==> config.mk <==
export PLATFORM = sky130hd
export DESIGN_NAME = sounder_rx_sync_flat
export DESIGN_NICKNAME = d
export VERILOG_FILES = /design/src/rtl/sounder_pkg.sv /design/src/rtl/sounder_rx_sync_if.sv /design/src/rtl/axis_reg_stage.sv /design/src/rtl/sounder_rx_sync.sv /design/src/flat_wrapper.sv
export SDC_FILE = /design/constraint.sdc
export NUM_CORES = 1
export LEC_CHECK = 0
export BUFFER_PORTS_ARGS = -buffer_cell sky130_fd_sc_hd__clkbuf_2
export CAP_MARGIN = 20
export CORE_UTILIZATION = 56
export CTS_BUF_LIST = sky130_fd_sc_hd__clkbuf_4
export DETAILED_ROUTE_END_ITERATION = 10
export PLACE_DENSITY_LB_ADDON = 0.25
export SLEW_MARGIN = 0
export SYNTH_ARGS = -nofsm -noshare
export SYNTH_HDL_FRONTEND = slang
export SYNTH_SLANG_ARGS = --single-unit
==> constraint.sdc <==
create_clock -name clk -period 9.9 [get_ports clk]
set_clock_uncertainty 0.1 [all_clocks]
set_input_delay 0.495 -clock clk [delete_from_list [all_inputs] [get_ports clk]]
set_output_delay 0.495 -clock clk [all_outputs]
set_load 0.02 [all_outputs]
==> src/rtl/sounder_pkg.sv <==
// Shared constants for the sounder receive-side start synchroniser: FSM
// state encoding and drop counter width.
package sounder_pkg;

    typedef enum logic [1:0] {
        ST_IDLE = 2'd0,
        ST_WAIT = 2'd1,
        ST_RUN  = 2'd2
    } state_e;

    localparam int DROP_CNT_W = 32;

    function automatic logic [DROP_CNT_W-1:0] sat_inc(input logic [DROP_CNT_W-1:0] v);
        return (&v) ? v : v + 1'b1;
    endfunction

endpackage

==> src/rtl/sounder_rx_sync_if.sv <==
// AXI-stream style sample bus with a per-packet 64-bit timestamp sideband;
// master drives payload/valid, slave drives ready.
interface sounder_rx_sync_if #(
    parameter int WIDTH = 32,
    parameter int NIPC  = 2
);
    logic [NIPC*WIDTH-1:0] tdata;
    logic [NIPC-1:0]       tkeep;
    logic                  tlast;
    logic                  tvalid;
    logic                  tready;
    logic [63:0]           ttimestamp;
    logic                  thas_time;

    modport master (
        output tdata, tkeep, tlast, tvalid, ttimestamp, thas_time,
        input  tready
    );

    modport slave (
        input  tdata, tkeep, tlast, tvalid, ttimestamp, thas_time,
        output tready
    );
endinterface

==> src/rtl/axis_reg_stage.sv <==
// Single-entry output register for a valid/ready stream: one cycle latency,
// accepts a new word whenever it is empty or being drained in the same cycle.
module axis_reg_stage #(
    parameter int DW = 8
) (
    input  logic          clk,
    input  logic          rst,
    input  logic          s_valid,
    output logic          s_ready,
    input  logic [DW-1:0] s_data,
    output logic          m_valid,
    input  logic          m_ready,
    output logic [DW-1:0] m_data
);
    logic          valid_q, valid_d;
    logic [DW-1:0] data_q, data_d;

    assign s_ready = !valid_q || m_ready;
    assign m_valid = valid_q;
    assign m_data  = data_q;

    always_comb begin
        valid_d = valid_q;
        data_d  = data_q;
        if (s_ready) begin
            valid_d = s_valid;
            if (s_valid) begin
                data_d = s_data;
            end
        end
    end

    // NOTE: sequential state uses <= so every flop samples pre-edge values.
    always_ff @(posedge clk) begin
        if (rst) begin
            valid_q <= 1'b0;
            // NOTE: payload is cleared too so tlast/timestamp read zero after reset.
            data_q  <= '0;
        end else begin
            valid_q <= valid_d;
            data_q  <= data_d;
        end
    end

endmodule

==> src/rtl/sounder_rx_sync.sv <==
// Drops incoming sample beats until a programmed start time, then forwards
// them with a fresh timestamp. Optional late-start error: SOUNDER_RX_SYNC_LATE_ERR_EN.
module sounder_rx_sync
    import sounder_pkg::*;
#(
    parameter int WIDTH = 32,
    parameter int NIPC  = 2
) (
    input  logic                  clk,
    input  logic                  rst,
    sounder_rx_sync_if.slave      i_axis,
    sounder_rx_sync_if.master     o_axis,
    input  logic                  arm,
    input  logic                  disarm,
    input  logic [63:0]           start_time,
    output logic [1:0]            state_o,
    output logic [DROP_CNT_W-1:0] drop_cnt,
    output logic                  late_err
);
    localparam int          DW     = NIPC * WIDTH;
    localparam int          PW     = DW + NIPC + 1 + 64 + 1;
    localparam logic [63:0] NIPC64 = 64'(NIPC);

    state_e                  state_q, state_d;
    logic [63:0]             beat_time_q, beat_time_d;
    logic [63:0]             start_q, start_d;
    logic [DROP_CNT_W-1:0]   drop_q, drop_d;
    logic                    first_q, first_d;
    logic                    disarm_lat_q, disarm_lat_d;
`ifdef SOUNDER_RX_SYNC_LATE_ERR_EN
    logic                    late_q, late_d;
    logic                    wait_first_q, wait_first_d;
`endif

    logic [63:0]   cur_time;
    logic          reached;
    logic          accept;
    logic          fwd;
    logic          out_has_time;
    logic          s_ready;
    logic          m_valid;
    logic [PW-1:0] s_data, m_data;

    always_comb begin
        state_d      = state_q;
        beat_time_d  = beat_time_q;
        start_d      = start_q;
        drop_d       = drop_q;
        first_d      = first_q;
        disarm_lat_d = disarm_lat_q;
        fwd          = 1'b0;
        out_has_time = 1'b0;
`ifdef SOUNDER_RX_SYNC_LATE_ERR_EN
        late_d       = late_q;
        wait_first_d = wait_first_q;
`endif

        // Time of the beat on the input bus right now.
        cur_time = (first_q && i_axis.thas_time) ? i_axis.ttimestamp : beat_time_q + NIPC64;
        reached  = (cur_time + NIPC64 - 64'd1) >= start_q;
        accept   = i_axis.tvalid && s_ready;

        if (accept) begin
            beat_time_d = cur_time;
            first_d     = i_axis.tlast;
        end

        unique case (state_q)
            ST_IDLE: begin
                if (arm && !disarm) begin
                    state_d      = ST_WAIT;
                    start_d      = start_time;
                    drop_d       = '0;
                    disarm_lat_d = 1'b0;
`ifdef SOUNDER_RX_SYNC_LATE_ERR_EN
                    late_d       = 1'b0;
                    wait_first_d = 1'b1;
`endif
                end
            end
            ST_WAIT: begin
                if (disarm) begin
                    state_d = ST_IDLE;
                end
`ifdef SOUNDER_RX_SYNC_LATE_ERR_EN
                else if (wait_first_q && (cur_time > start_q)) begin
                    if (accept) begin
                        late_d  = 1'b1;
                        state_d = ST_IDLE;
                    end
                end
`endif
                else if (reached) begin
                    fwd          = 1'b1;
                    out_has_time = 1'b1;
                    if (accept) begin
                        state_d = ST_RUN;
                    end
                end else if (accept) begin
                    drop_d = sat_inc(drop_q);
                end
`ifdef SOUNDER_RX_SYNC_LATE_ERR_EN
                if (accept) begin
                    wait_first_d = 1'b0;
                end
`endif
            end
            ST_RUN: begin
                fwd          = 1'b1;
                out_has_time = first_q;
                if (disarm) begin
                    disarm_lat_d = 1'b1;
                end
                // A pending stop takes effect once the packet in flight closes.
                if (accept && i_axis.tlast && (disarm_lat_q || disarm)) begin
                    state_d      = ST_IDLE;
                    disarm_lat_d = 1'b0;
                end
            end
            default: state_d = ST_IDLE;
        endcase
    end

    always_ff @(posedge clk) begin
        if (rst) begin
            state_q      <= ST_IDLE;
            beat_time_q  <= '0;
            start_q      <= '0;
            drop_q       <= '0;
            first_q      <= 1'b1;
            disarm_lat_q <= 1'b0;
`ifdef SOUNDER_RX_SYNC_LATE_ERR_EN
            late_q       <= 1'b0;
            wait_first_q <= 1'b0;
`endif
        end else begin
            state_q      <= state_d;
            beat_time_q  <= beat_time_d;
            start_q      <= start_d;
            drop_q       <= drop_d;
            first_q      <= first_d;
            disarm_lat_q <= disarm_lat_d;
`ifdef SOUNDER_RX_SYNC_LATE_ERR_EN
            late_q       <= late_d;
            wait_first_q <= wait_first_d;
`endif
        end
    end

    assign s_data = {i_axis.tdata, i_axis.tkeep, i_axis.tlast,
                     out_has_time ? cur_time : 64'd0, out_has_time};

    axis_reg_stage #(.DW(PW)) u_out_stage (
        .clk     (clk),
        .rst     (rst),
        .s_valid (i_axis.tvalid && fwd),
        .s_ready (s_ready),
        .s_data  (s_data),
        .m_valid (m_valid),
        .m_ready (o_axis.tready),
        .m_data  (m_data)
    );

    assign i_axis.tready = s_ready;
    assign o_axis.tvalid = m_valid;
    assign {o_axis.tdata, o_axis.tkeep, o_axis.tlast,
            o_axis.ttimestamp, o_axis.thas_time} = m_data;

    assign state_o  = state_q;
    assign drop_cnt = drop_q;
`ifdef SOUNDER_RX_SYNC_LATE_ERR_EN
    assign late_err = late_q;
`else
    assign late_err = 1'b0;
`endif

endmodule

==> src/flat_wrapper.sv <==
// flat-port wrapper written by rule: the top's interface ports become plain ports
module sounder_rx_sync_flat import sounder_pkg::*;
#(
    parameter int WIDTH = 32,
    parameter int NIPC  = 2
)
  (clk, rst, arm, disarm, start_time, state_o, drop_cnt, late_err, i_axis_tdata, i_axis_tkeep, i_axis_tlast, i_axis_tvalid, i_axis_ttimestamp, i_axis_thas_time, i_axis_tready, o_axis_tdata, o_axis_tkeep, o_axis_tlast, o_axis_tvalid, o_axis_ttimestamp, o_axis_thas_time, o_axis_tready);
  sounder_rx_sync_if #(.WIDTH(WIDTH), .NIPC(NIPC)) i_axis_i ();
  sounder_rx_sync_if #(.WIDTH(WIDTH), .NIPC(NIPC)) o_axis_i ();
  input  logic clk;
  input  logic rst;
  input  logic arm;
  input  logic disarm;
  input  logic [63:0] start_time;
  output logic [1:0] state_o;
  output logic [DROP_CNT_W-1:0] drop_cnt;
  output logic late_err;
  input wire logic [$bits(i_axis_i.tdata)-1:0] i_axis_tdata;
  input wire logic [$bits(i_axis_i.tkeep)-1:0] i_axis_tkeep;
  input wire logic [$bits(i_axis_i.tlast)-1:0] i_axis_tlast;
  input wire logic [$bits(i_axis_i.tvalid)-1:0] i_axis_tvalid;
  input wire logic [$bits(i_axis_i.ttimestamp)-1:0] i_axis_ttimestamp;
  input wire logic [$bits(i_axis_i.thas_time)-1:0] i_axis_thas_time;
  output wire logic [$bits(i_axis_i.tready)-1:0] i_axis_tready;
  output wire logic [$bits(o_axis_i.tdata)-1:0] o_axis_tdata;
  output wire logic [$bits(o_axis_i.tkeep)-1:0] o_axis_tkeep;
  output wire logic [$bits(o_axis_i.tlast)-1:0] o_axis_tlast;
  output wire logic [$bits(o_axis_i.tvalid)-1:0] o_axis_tvalid;
  output wire logic [$bits(o_axis_i.ttimestamp)-1:0] o_axis_ttimestamp;
  output wire logic [$bits(o_axis_i.thas_time)-1:0] o_axis_thas_time;
  input wire logic [$bits(o_axis_i.tready)-1:0] o_axis_tready;
  assign i_axis_i.tdata = i_axis_tdata;
  assign i_axis_i.tkeep = i_axis_tkeep;
  assign i_axis_i.tlast = i_axis_tlast;
  assign i_axis_i.tvalid = i_axis_tvalid;
  assign i_axis_i.ttimestamp = i_axis_ttimestamp;
  assign i_axis_i.thas_time = i_axis_thas_time;
  assign i_axis_tready = i_axis_i.tready;
  assign o_axis_tdata = o_axis_i.tdata;
  assign o_axis_tkeep = o_axis_i.tkeep;
  assign o_axis_tlast = o_axis_i.tlast;
  assign o_axis_tvalid = o_axis_i.tvalid;
  assign o_axis_ttimestamp = o_axis_i.ttimestamp;
  assign o_axis_thas_time = o_axis_i.thas_time;
  assign o_axis_i.tready = o_axis_tready;
  sounder_rx_sync #(.WIDTH(WIDTH), .NIPC(NIPC)) u_core (.clk(clk), .rst(rst), .i_axis(i_axis_i), .o_axis(o_axis_i), .arm(arm), .disarm(disarm), .start_time(start_time), .state_o(state_o), .drop_cnt(drop_cnt), .late_err(late_err));
endmodule
Word-level counts from Yosys, hierarchy flattened
Cells that the tools add are included.
- bits in registers: 297
- input bits: 202
- output and inout port bits: 169
- logic and storage cells: 65
- $add $sub $neg: 4
- magnitude comparators: 1
- eq/ne operators: 11
- multiplexer cells: 22
- reduce and logical (&&, ||, !) cells: 19
- operators with widths (operator ; count):
    2-to-1 mux 32 bit ; 5
    adder 64 x 2 -> 64 bit, second input constant ; 2
    2-to-1 mux 64 bit ; 2
    >= comparator 64 bit ; 1
    case mux 32 bit (2 select lines) ; 1
    subtractor 64 x 1 -> 64 bit, second input constant ; 1
    adder 32 x 1 -> 32 bit, second input constant ; 1
    AND reduction 32 bit ; 1
    2-to-1 mux 2 bit ; 5
    inequality test 3 x 2 -> 1 bit, second input constant ; 3
    logical AND 1 bit ; 6
    inequality test 2 x 1 -> 1 bit, second input constant ; 3
    inequality test 2 bit, second input constant ; 3
    case mux 1 bit (2 select lines) ; 3
    case mux 2 bit (3 select lines) ; 1
    AND reduction 6 bit ; 1
    2-to-1 mux 1 bit ; 5
    AND reduction 2 bit ; 2
    AND reduction 4 bit ; 1
    nonzero test 2 bit ; 2
    AND reduction 3 bit ; 1
    == test 2 x 1 -> 1 bit, second input constant ; 1
    == test 2 bit, second input constant ; 1
    logical NOT 1 bit ; 2
    other kinds (2) ; 3

Logic depth before layout (Yosys ltp)
- depth in word-level cells: 10
- depth in mapped cells: 34
- gate-level depth less buffers: 24

Cells and area by module
A second synthesis with hierarchy kept.
- cell total of the unflattened synthesis: 2343
- area total of the unflattened synthesis: 18438.9 sq um
- modules (own cells, without submodules) (module ; instances ; cells an instance ; area an instance (sq um) ; sequential area each (sq um)):
    sounder_rx_sync ; 1 ; 1737 ; 12314.3 ; 3283.1
    axis_reg_stage ; 1 ; 606 ; 6124.6 ; 2662.6

Worst setup path after synthesis
Ideal clock, no wire load.
- path type: input-to-reg
- start point: in i_axis_thas_time
- end point: reg u_core.drop_q[17], in the netlist u_core.drop_cnt[17]
- setup time: 70 ps
- arrival time: 7348 ps
- data required time: 9730 ps
- setup slack: 2382 ps
- stages on the path: 31
- buffers on the path: 8
- cells stage by stage: nand2_1 buf_2 buf_2 clkbuf_1 clkbuf_1 buf_2 buf_1 nor2_1 a21oi_1 ha_1 o21ai_0 a211oi_1 and2_1 and4_1 nand3_1 or2_1 clkbuf_1 or3b_1 nor3_1 xnor2_1 ha_1 a21o_1 a21oi_1 nor3_1 a2111oi_0 o211ai_1 a21oi_1 a31oi_1 clkbuf_1 or4_1 a21oi_1
- longest elaborated chain between the ends: 7
- RTL lines (element ; line ; text):
    from (decl) ; flat_wrapper.sv:23 ; input wire logic [$bits(i_axis_i.thas_time)-1:0] i_axis_thas_time;
    logical AND 1 bit ; sounder_rx_sync.sv:59 ; cur_time = (first_q && i_axis.thas_time) ? i_axis.ttimestamp : beat_time_q + NIPC64;
    2-to-1 mux 64 bit ; sounder_rx_sync.sv:59 ;
    net u_core.cur_time[1] ; sounder_rx_sync.sv:35 ; logic [63:0] cur_time;
    adder 64 x 2 -> 64 bit ; sounder_rx_sync.sv:60 ; reached = (cur_time + NIPC64 - 64'd1) >= start_q;
    subtractor 64 x 1 -> 64 bit ; sounder_rx_sync.sv:60 ;
    >= comparator 64 bit ; sounder_rx_sync.sv:60 ;
    inequality test 2 bit (no source line) ; -- ;
    AND reduction 6 bit (no source line) ; -- ;
    to (signal assigned) ; sounder_rx_sync.sv:140 ; drop_q <= drop_d;
    to (decl) ; sounder_rx_sync.sv:27 ; logic [DROP_CNT_W-1:0] drop_q, drop_d;
The timed path passes the listed nets, and every way through them passes these cells.
A chain may end at the register's enable or synchronous reset.

Worst setup path after layout
- start point: reg u_core.beat_time_q[1]
- end point: reg u_core.u_out_stage.data_q[48], in the netlist u_core.u_out_stage.m_data[48]
- longest elaborated chain between the ends: 10
- elaborated cells on any way between the ends: 12
- classes of those cells: add/sub: 3; order compare: 1; mux: 6; reduce/logical: 2
- RTL lines (element ; line ; text):
    from (decl) ; sounder_rx_sync.sv:25 ; logic [63:0] beat_time_q, beat_time_d;
    from (signal assigned) ; sounder_rx_sync.sv:138 ; beat_time_q <= beat_time_d;
    adder 64 x 2 -> 64 bit * ; sounder_rx_sync.sv:59 ;
    2-to-1 mux 64 bit * ; sounder_rx_sync.sv:59 ;
    adder 64 x 2 -> 64 bit ; sounder_rx_sync.sv:60 ;
    subtractor 64 x 1 -> 64 bit ; sounder_rx_sync.sv:60 ;
    >= comparator 64 bit ; sounder_rx_sync.sv:60 ;
    2-to-1 mux 1 bit ; sounder_rx_sync.sv:93 ; else if (reached) begin
    2-to-1 mux 1 bit ; sounder_rx_sync.sv:82 ; if (disarm) begin
    case mux 1 bit (2 select lines) ; sounder_rx_sync.sv:68 ; unique case (state_q)
    logical AND 1 bit ; sounder_rx_sync.sv:156 ; .s_valid (i_axis.tvalid && fwd),
    AND reduction 2 bit (no source line) ; -- ;
    to (signal assigned) ; axis_reg_stage.sv:41 ; data_q <= data_d;
    to (decl) ; axis_reg_stage.sv:16 ; logic [DW-1:0] data_q, data_d;
Mark *: on every way between the ends. The rest lies on a longest branch, timed or not.

==> impl_results.rst <==
.. list-table::
   :header-rows: 1

   * - Metric
     - Value
   * - Run status
     - finished, final reports clean
   * - H-tree lvl count
     - 3
   * - Worst-case register-to-register setup slack
     - 1.79 ns
   * - Floorplan die area
     - 0.0291 sq mm
   * - TritonCTS clock tree
     - done
   * - Routed wire per std cell
     - 17.4 um
   * - Final cycle utilization of the critical path
     - 81.9%
   * - Post-synth top flop
     - sky130_fd_sc_hd__dfxtp_1
   * - Share of the yosys chip area belonging to registers
     - 37.3%
   * - Worst-case setup slack after placement
     - 2.00 ns
   * - Total Nets Final
     - 2733
   * - Most repeated cell in the gate-level netlist after synthesis
     - sky130_fd_sc_hd__dfxtp_1
   * - Number of endpoints failing setup at the final stage
     - 0
   * - Highest signal layer in the routed design
     - met4
   * - Cell chosen for the clock root
     - sky130_fd_sc_hd__clkbuf_4
   * - Antenna Violating Nets Remaining
     - 0
   * - Worst Path Class, Setup
     - register to register
   * - Count of mapped cells out of synthesis
     - 1984
   * - Type of origin of the critical path
     - register
   * - Slowest-stage cell, CP
     - sky130_fd_sc_hd__nor4b_2
   * - Type of the tightest min-delay check
     - input port to register
   * - Critical path's top delay family
     - simple AND/OR/NAND/NOR gates
   * - Biggest area contributors in the synthesized netlist
     - sky130_fd_sc_hd__dfxtp_1, sky130_fd_sc_hd__nand2_1, sky130_fd_sc_hd__a21oi_1
   * - Number of clock buffers inserted by TritonCTS
     - 80
   * - First-pass GRT wire length
     - 79.5 mm
   * - Capturing point of the worst reg2reg path
     - u_core.u_out_stage.m_data[48]$_SDFFE_PP0P_
   * - Destination of the critical timing path
     - u_core.u_out_stage.m_data[48]$_SDFFE_PP0P_
   * - Number of flops mapped to enable cells by yosys
     - 0
   * - RSZ-0062 raised after global routing
     - no
   * - Number of placement rows
     - 61
   * - Routed met2 length
     - 23.7 mm
   * - Cells traversed along the worst timing path
     - ha_1 > nand3_1 > or4_1 > xnor2_1 > mux2i_1 > nor4b_2 > nand3_1 > or2_1 > or3b_1 > nor3_1 > xnor2_1 > ha_1 > a21o_1 > a21oi_1 > nor3_1 > a2111oi_0 > buf_4 > o211ai_1 > a21oi_1 > nor2_4 > nor2_4 > buf_4 > a2bb2o_1
   * - Detail Route met3 WL
     - 3.84 mm
   * - Ratio of routed vias to standard cells
     - 5.80
   * - Chip Width
     - 171 um
   * - Number of antenna violations at the first check in global routing
     - 2
   * - Detailed-route via count
     - 16800
   * - Critical Path Start
     - u_core.beat_time_q[1]$_SDFFE_PP0P_
   * - Iteration-0 DRC count of the detailed router
     - 1547
   * - Dpl cell area
     - 0.0180 sq mm
   * - Fmax
     - 0.123 GHz
   * - Synthesized net count
     - 2256
   * - Cell type with the largest total area after synthesis
     - sky130_fd_sc_hd__dfxtp_1
   * - Routed WL
     - 50.4 mm
   * - Crit. End Element
     - register
   * - Post-synthesis cell type count
     - 73
   * - Static power due to leakage
     - 8.15 nW
   * - CTS sink count
     - 297
   * - Ratio of cells with drive above 1 in the final layout
     - 21.6%
   * - Via count of the first global-routing pass
     - 16000
   * - Final critical delay including setup and external delays
     - 8.11 ns
   * - Number of synthesized register bits
     - 297
   * - Max cap viols
     - 0
   * - Quantity of I/O buffers inserted on ports
     - 369
   * - Maximum number of pins on one net before global-route repair
     - 91
   * - Worst VDD drop
     - 0.0979 mV
   * - GRT Total Usage
     - 34.1%
   * - Placeable Area
     - 0.0279 sq mm
   * - Yosys top cell area share
     - 37.3%
   * - Final instance area
     - 0.0203 sq mm
   * - Io pins
     - 371
   * - Crit path DAT
     - 8.62 ns
   * - Final worst setup slack
     - 1.79 ns
   * - Half-perimeter wire length of the detailed placement result
     - 33.4 mm
   * - Worst path required time
     - 10.41 ns
   * - Slew Viols, Final
     - 0
   * - Remaining routing DRC violations
     - 0
   * - Sum of routed wire segments on met1
     - 20.6 mm
   * - Placed Cells
     - 2625
   * - Starting density of the core
     - 57.2%
   * - Critical-path maximum fanout
     - 34
   * - Number of non-filler instances in the completed layout
     - 2896
   * - Worst slew pin tran
     - 1.15 ns
   * - Area growth from synthesis to final layout
     - 27.3%
   * - Pre-Repair DR Iteration Count
     - 5
   * - Final hold violations
     - 0
   * - Routability congestion estimate from global placement
     - 0.934
   * - Cell area power density
     - 144 mW/mm^2
   * - Latest clock arrival within the worst-skew pair
     - 0.73 ns
   * - Reg2reg path depth
     - 23
   * - Warnings, synthesis
     - 0
   * - Total overflow reported by the global router
     - 0
   * - Slowest stage delay, CP
     - 0.72 ns
   * - Summed instance area of the synthesized netlist
     - 0.0159 sq mm
   * - Number of cells on the critical path
     - 23
   * - Reg-to-reg startpoint
     - u_core.beat_time_q[1]$_SDFFE_PP0P_
   * - Post-Route Setup TNS
     - 0 ns
   * - Proportion of synthesized flip-flops having asynchronous set or reset
     - 0%
   * - Die height
     - 171 um
   * - Max clock buf depth
     - 3
   * - Mean cell area of the mapped netlist
     - 8.03 sq um
   * - WP buf/inv
     - 2
   * - Max transition margin
     - 23.5%
   * - Post-CTS clock slew at the launch and capture registers of the worst setup and hold paths
     - 0.07 ns
   * - Top cell types by occurrence after synthesis
     - sky130_fd_sc_hd__dfxtp_1, sky130_fd_sc_hd__nand2_1, sky130_fd_sc_hd__nor2_1, sky130_fd_sc_hd__a21oi_1, sky130_fd_sc_hd__clkbuf_1
-- cells in the final DEF (no fill, tap or decap), types with 61 or more instances in the layout --
| cell | n |
|---|---|
| sky130_fd_sc_hd__clkbuf_4 | 109 |
| sky130_fd_sc_hd__nand2_1 | 270 |
| sky130_fd_sc_hd__nor2_1 | 221 |
| sky130_fd_sc_hd__clkbuf_2 | 368 |
| sky130_fd_sc_hd__ha_1 | 70 |
| sky130_fd_sc_hd__dlygate4sd3_1 | 131 |
| sky130_fd_sc_hd__dfxtp_1 | 297 |
| sky130_fd_sc_hd__nand3_1 | 62 |
| sky130_fd_sc_hd__a21oi_1 | 189 |
| sky130_fd_sc_hd__inv_1 | 84 |
| sky130_fd_sc_hd__mux2i_1 | 81 |
| sky130_fd_sc_hd__xnor2_1 | 61 |
-- repair_timing --
item                      CTS  global route
gates resized for setup     0             0
hold buffers              131             0
setup buffers               0             0
hold endpoints to repair  132             0
-- cells by family after synthesis --
group | Yosys count | synth area share (%)
other cells | 1 | 0.0235
flops | 297 | 37.3
fa+ha+maj | 70 | 5.50
mux | 82 | 5.16
xor+xnor | 97 | 5.38
buf+inv | 208 | 5.09
compound gates | 422 | 16.9
simple gates | 807 | 24.6
-- per-layer routing --
| metal | track usage (%) | vias to the layer above |
|---|---|---|
| met1 | 42.5 | 7776 |
| met2 | 56.1 | 838 |
| li1 | - | 7989 |
| met3 | 5.92 | 180 |
| met5 | 0 | - |
| met4 | 18.1 | 0 |
-- sequential cells by signal (all words and copies together) (netlist names) --
| register | cells |
|---|---|
| u_core.first_q | 1 |
| u_core.state_o | 2 |
| u_core.disarm_lat_q | 1 |
| u_core.drop_cnt | 32 |
| u_core.u_out_stage.m_data | 132 |
| u_core.u_out_stage.m_valid | 1 |
| u_core.beat_time_q | 64 |
| u_core.start_q | 64 |
-- layout make-up --
cell class / count / area (sq um)
diodes: 2 / 5.00
clock buffers: 109 / 818
clock inverters: 28 / 156
fillers: 2134 / 7580
inverters: 84 / 315
multi-input cells: 1479 / 9230
flip-flops and latches: 297 / 5950
well taps: 378 / 473
repair buffers: 519 / 3340
-- worst min-delay path: stages --
cell,delay [ns]
sky130_fd_sc_hd__clkbuf_2,0.11
sky130_fd_sc_hd__a21oi_1,0.12
sky130_fd_sc_hd__o2bb2ai_1,0.12
-- through the flow --
| stage | power, mW | util (%) | hold WS, ns |
|---|---|---|---|
| floorplan | 1.64 | - | 0.336 |
| global placement | 1.79 | 64.4 | 0.343 |
| detailed placement | 1.81 | 64.5 | 0.347 |
| CTS | 2.92 | 72.7 | 0.0151 |
| global route | 3.07 | 72.8 | 0.0388 |
| finish | 2.93 | 72.8 | 0.0683 |
-- worst min path at each step --
| stage | startpoint | to | slack, ns | cells after the start |
|---|---|---|---|---|
| 2_1_floorplan | u_core.start_q[10]$_SDFFE_PP0P_ | u_core.start_q[10]$_SDFFE_PP0P_ | 0.34 | 2 |
| 3_3_place_gp | u_core.start_q[50]$_SDFFE_PP0P_ | u_core.start_q[50]$_SDFFE_PP0P_ | 0.34 | 2 |
| 3_5_place_dp | u_core.start_q[13]$_SDFFE_PP0P_ | u_core.start_q[13]$_SDFFE_PP0P_ | 0.35 | 2 |
| 4_1_cts | i_axis_ttimestamp[19] | u_core.u_out_stage.m_data[20]$_SDFFE_PP0P_ | 0.02 | 3 |
| 5_1_grt | i_axis_ttimestamp[19] | u_core.u_out_stage.m_data[20]$_SDFFE_PP0P_ | 0.04 | 3 |
| 6_report | i_axis_ttimestamp[19] | u_core.u_out_stage.m_data[20]$_SDFFE_PP0P_ | 0.07 | 3 |
-- power by group --
group	internal (mW)	switching, mW
Sequential	1.24	0.0427
Combinational	0.232	0.329
Clock	0.540	0.543
Total	2.01	0.915
(Power assumes the default switching activity.)
